`src/rtl/fert_pkg.sv`:
```
// fert_pkg: shared state encoding, default sizes and index-width helper for the fertilizer scheduler
package fert_pkg;
  typedef enum logic [1:0] {IDLE, DOSING, EMPTY} state_t;
  localparam int N_CH_DEF   = 4;
  localparam int DOSE_W_DEF = 16;
  function automatic int clog2(input int v);
    int r = 0;
    while ((1 << r) < v) r++;
    return (r < 1) ? 1 : r;
  endfunction
endpackage

```
`src/rtl/rr_arbiter.sv`:
```
// rr_arbiter: combinational round-robin pick of the first req at or after ptr (req/ptr in, gnt_idx/gnt_valid out)
module rr_arbiter
  import fert_pkg::*;
#(
  parameter int N = N_CH_DEF
) (
  input  logic [N-1:0]          req,
  input  logic [clog2(N)-1:0]   ptr,
  output logic [clog2(N)-1:0]   gnt_idx,
  output logic                  gnt_valid
);
  localparam int W = clog2(N);
  always_comb begin
    gnt_idx   = '0;
    gnt_valid = 1'b0;
    for (int k = N - 1; k >= 0; k--)
      if (req[(int'(ptr) + k) % N]) begin
        gnt_idx   = W'((int'(ptr) + k) % N);
        gnt_valid = 1'b1;
      end
  end
endmodule

```
`src/rtl/fertilizing_scheduler.sv`:
```
// fertilizing_scheduler: shares one injector among N_CH zones, meters dose_len active cycles per grant (aspersao/b_adb/vazio/dose_len in, mist_adb/adubou/busy/fault_empty out)
module fertilizing_scheduler
  import fert_pkg::*;
#(
  parameter int N_CH   = N_CH_DEF,
  parameter int DOSE_W = DOSE_W_DEF
) (
  input  logic              clk,
  input  logic              reset,
  input  logic [N_CH-1:0]   aspersao,
  input  logic [N_CH-1:0]   b_adb,
  input  logic              vazio,
  input  logic [DOSE_W-1:0] dose_len,
  output logic [N_CH-1:0]   mist_adb,
  output logic [N_CH-1:0]   adubou,
  output logic              busy,
  output logic              fault_empty
);
  localparam int W = clog2(N_CH);
  state_t            r_state, w_next;
  logic [W-1:0]      r_g, r_ptr, w_gi;
  logic [DOSE_W-1:0] r_len, r_cnt;
  logic [N_CH-1:0]   r_adubou, w_set, w_req;
  logic              w_gv, w_grant, w_adv, w_asp, w_last;
  assign w_req  = aspersao & ~b_adb & ~r_adubou;
  assign w_asp  = aspersao[r_g];
  assign w_last = r_cnt == r_len - DOSE_W'(1);
  assign adubou = r_adubou;
  rr_arbiter #(.N(N_CH)) u_arb (
    .req      (w_req),
    .ptr      (r_ptr),
    .gnt_idx  (w_gi),
    .gnt_valid(w_gv)
  );
  always_ff @(posedge clk or posedge reset)
    if (reset) r_state <= IDLE;
    else       r_state <= w_next;
  always_comb begin
    w_next  = r_state;
    w_set   = '0;
    w_grant = 1'b0;
    w_adv   = 1'b0;
    case (r_state)
      IDLE:
        if (w_gv && !vazio) begin
          w_grant = 1'b1;
          if (dose_len == '0) w_set[w_gi] = 1'b1;
          else                w_next = DOSING;
        end
      DOSING:
        if (vazio) w_next = EMPTY;
        else if (!w_asp) begin
          w_next = IDLE;
          w_adv  = 1'b1;
        end else if (w_last) begin
          w_next     = IDLE;
          w_adv      = 1'b1;
          w_set[r_g] = 1'b1;
        end
      EMPTY:
        if (!w_asp) begin
          w_next = IDLE;
          w_adv  = 1'b1;
        end else if (!vazio) w_next = DOSING;
      default: w_next = IDLE;
    endcase
  end
  always_ff @(posedge clk or posedge reset)
    if (reset) begin
      r_g      <= '0;
      r_ptr    <= '0;
      r_len    <= '0;
      r_cnt    <= '0;
      r_adubou <= '0;
    end else begin
      r_g      <= w_grant ? w_gi : r_g;
      r_len    <= w_grant ? dose_len : r_len;
      r_ptr    <= !w_adv ? r_ptr : (r_g == W'(N_CH - 1)) ? '0 : r_g + W'(1);
      r_cnt    <= (w_grant || w_adv) ? '0 : (r_state == DOSING && !vazio) ? r_cnt + DOSE_W'(1) : r_cnt;
      // a zone whose sprinkler is off re-arms; this also beats a same-cycle set
      r_adubou <= (r_adubou | w_set) & aspersao;
    end
  always_comb begin
    mist_adb      = '0;
    mist_adb[r_g] = (r_state == DOSING) && !vazio && w_asp;
    busy          = r_state != IDLE;
    fault_empty   = r_state == EMPTY;
  end
endmodule

```
`config.mk`:
```
export PLATFORM = sky130hd
export DESIGN_NAME = fertilizing_scheduler
export DESIGN_NICKNAME = d
export VERILOG_FILES = /design/src/rtl/fert_pkg.sv /design/src/rtl/rr_arbiter.sv /design/src/rtl/fertilizing_scheduler.sv
export SDC_FILE = /design/constraint.sdc
export NUM_CORES = 1
export LEC_CHECK = 0
export CORE_ASPECT_RATIO = 2
export CORE_MARGIN = 4
export CORE_UTILIZATION = 49
export DETAILED_ROUTE_END_ITERATION = 6
export PLACE_DENSITY = 0.73
export SYNTH_ARGS = -nofsm -noshare
export SYNTH_HDL_FRONTEND = slang
export SYNTH_HIERARCHICAL = 1
export SYNTH_SLANG_ARGS = --single-unit
```
`constraint.sdc`:
```
create_clock -name clk -period 5.84 [get_ports clk]
set_input_delay 1.168 -clock clk [delete_from_list [all_inputs] [get_ports clk]]
set_output_delay 1.168 -clock clk [all_outputs]
set_load 0.01 [all_outputs]
```
==> results_dict.tcl <==
set metrics [dict create \
    outcome "finished clean" \
    drc 0 \
    diodes 0 \
    dieArea_um2 7170 \
    finalSetupTns_ps 0 \
    ys_seq_area_frac 0.369 \
    min_path_type "reg -> reg" \
    worst_ep_required_time_ps 4670 \
    via_per_inst 5.95 \
    synth_top_cell_by_area "dfrtp_1" \
    grt_pass1_wl_mm 10.9 \
    min-delay-start "r_len[15]" \
    finalHoldViolations 0 \
    core_region_area_um2 5660 \
    dpl.cell_count 368 \
    gp_congestion 0.899 \
    fp.dieW_um 61.9 \
    ios 37 \
    critPathMaxStageDelay_ps 560 \
    finalSetupViolCount 0 \
    syn_to_final_growth_pct 17.8 \
    crit_chain "clkdlybuf4s50_1 > mux4_2 > and3_1 > clkdlybuf4s50_1" \
    synth_common_cells "42 x dfrtp_1, 29 x nor2_1, 20 x nand2_1, 19 x mux2_2, 18 x xnor2_1" \
    num_rows 39 \
    slew_headroom 0.362 \
    numCtsBuffers 5 \
    cts.sinks 42 \
    ant_nets 0 \
    fin_crit_sh 0.690 \
    postCtsHoldBufs 0 \
    synth_edf_count 0 \
    min_to "r_len[15]" \
    r2r-start "r_len[0]" \
    start_util 0.503 \
    drive_gt1_frac 0.149 \
    max-cap-violations 0 \
    rsz0062_at_grt "no" \
    crit_slowest_cell "mux4_2" \
    synth_area_leaders "dfrtp_1 37%, mux2_2 7.5%, xnor2_1 5.5%" \
    dr_total_vias 2238 \
    clock_skew_ps 2.44 \
    synthArstFlopShare 1.00 \
    tightest_slew_ps 955 \
    post-synth-top-area-fraction 0.369 \
    grt_max_degree 43 \
    crit_fanout 7 \
    totalPowerFinal_uw 1350 \
    cts_tree "yes" \
    ys_types 56 \
    rr_endpoint "r_cnt[10]" \
    layout.nets 351 \
    dr.pass1.iters 4 \
    portBuffers 36 \
    drtIter0Drc 67 \
    grt.busiest_layer "met2" \
    groute.layer.met3.usage 0.0457 \
    powerDensity_nw_per_um2 401 \
    antenna_found_initial 0 \
    final-max-slew-violation-count 0 \
    ir_drop_v 0.000296 \
    grtUsageTotal 0.208 \
    netlist_instances 278 \
    end_kind "output port" \
    postSynthAreaPerCell_um2 10.2 \
    cts_resized 0 \
    p_leak_uw 0.00139 \
    synth_flop_cell "dfrtp_1" \
    setup.worst_path.class "in -> out" \
    ys_warn_count 6 \
    cts_setup_buffers 0 \
    arrival_ps 2860 \
    reg2reg_setup_slack_ps 2860 \
    wl_per_cell_um 17.9 \
    syn-num-nets 315 \
    hold_depth 1 \
    fin_cells 376 \
    grt_pass1_vias 2320 \
    synth_seq_cells 42 \
    r2r_cells 9 \
    drt_wl_total_mm 6.73 \
    htree_levels 2 \
    period_minus_slack_ps 4030 \
    dieHeight_um 116 \
    overflow 0 \
    worstSetupStartpointType "input pin" \
    cts.clk_slew.worst_paths_ps 60 \
    met2_usage 0.355 \
    clockBufferDepth 2 \
    fmax_mhz 248 \
    hpwl_mm 5.37 \
    yosysMostFrequentCell "dfrtp_1" \
    clock_latency_ps 280 \
    crit_top_cell "clkdlybuf4s50_1" \
    root_buffer "clkbuf_16" \
    netlist_area_um2 2850 \
    grtUsageMet1 0.218 \
]
-- layer usage --
layer,vias to the layer above,share of wire
li1,1056,-
met1,1079,0.35
met2,75,0.55
met3,28,0.039
met4,0,0.065
met5,-,0
-- power breakdown --
group	internal, uW	total, uW	switching, uW
registers	374	526	153
logic	299	548	249
clock network	169	273	104
-- cell families after synthesis --
group,Yosys count,share of synthesized area
AOI/OAI and AO/OA,31,0.0914
xor gates and xnor gates,37,0.125
adders and majority gates,10,0.0439
buffers and inverters,21,0.0470
DFF,42,0.369
muxes,24,0.0971
and+or+nand+nor,113,0.227
-- per-stage QoR --
step                setup slack (ps)  hold WS (ps)   util  instance area [um2]
global route                    1730           575  0.593                 3360
floorplan                       2780           500      -                 2850
CTS                             1800           553  0.593                 3360
detailed placement              1810           540  0.567                 3210
finish                          1810           547  0.593                 3360
global placement                1840           541  0.567                 3210
-- critical path: cells and delay by family --
family / cells / cell delay (ps)
mux: 1 / 560
buf+inv: 2 / 920
simple gates: 1 / 220
-- cell usage in the layout, fill, tap and decap left out, types with 5 or more instances in the layout --
cell              n
a21oi_1           6
and3_1            6
clkbuf_16         5
clkdlybuf4s50_1  36
dfrtp_1          42
ha_1             10
inv_1            13
mux2_2           19
nand2_1          20
nand3_1           5
nand4_1           6
nor2_1           29
nor3_1            8
nor3b_1           5
nor4_1            6
xnor2_1          18
xor2_1           17
-- state kept, by name (all words and copies together) (netlist names) --
name     count
r_len       16
r_ptr        2
r_g          2
r_state      2
adubou       4
r_cnt       16
-- worst max path at each step --
| stage | from | end | slack, ps | cells past startpoint |
|---|---|---|---|---|
| 2_1_floorplan | aspersao[3] | mist_adb[0] | 2780 | 2 |
| 3_3_place_gp | aspersao[3] | mist_adb[0] | 1840 | 4 |
| 3_5_place_dp | aspersao[2] | mist_adb[1] | 1810 | 4 |
| 4_1_cts | aspersao[2] | mist_adb[3] | 1800 | 4 |
| 5_1_grt | aspersao[2] | mist_adb[1] | 1730 | 4 |
| 6_report | aspersao[2] | mist_adb[3] | 1810 | 4 |
-- cell type report --
type	instances	area, um2
clock buffer	7	143
timing repair buffer	37	368
multi-input combinational	215	1660
fill	498	2300
tap	61	76.3
sequential	42	1050
clock inverter	1	5.00
inverter	13	48.8
(Power assumes the default switching activity.)
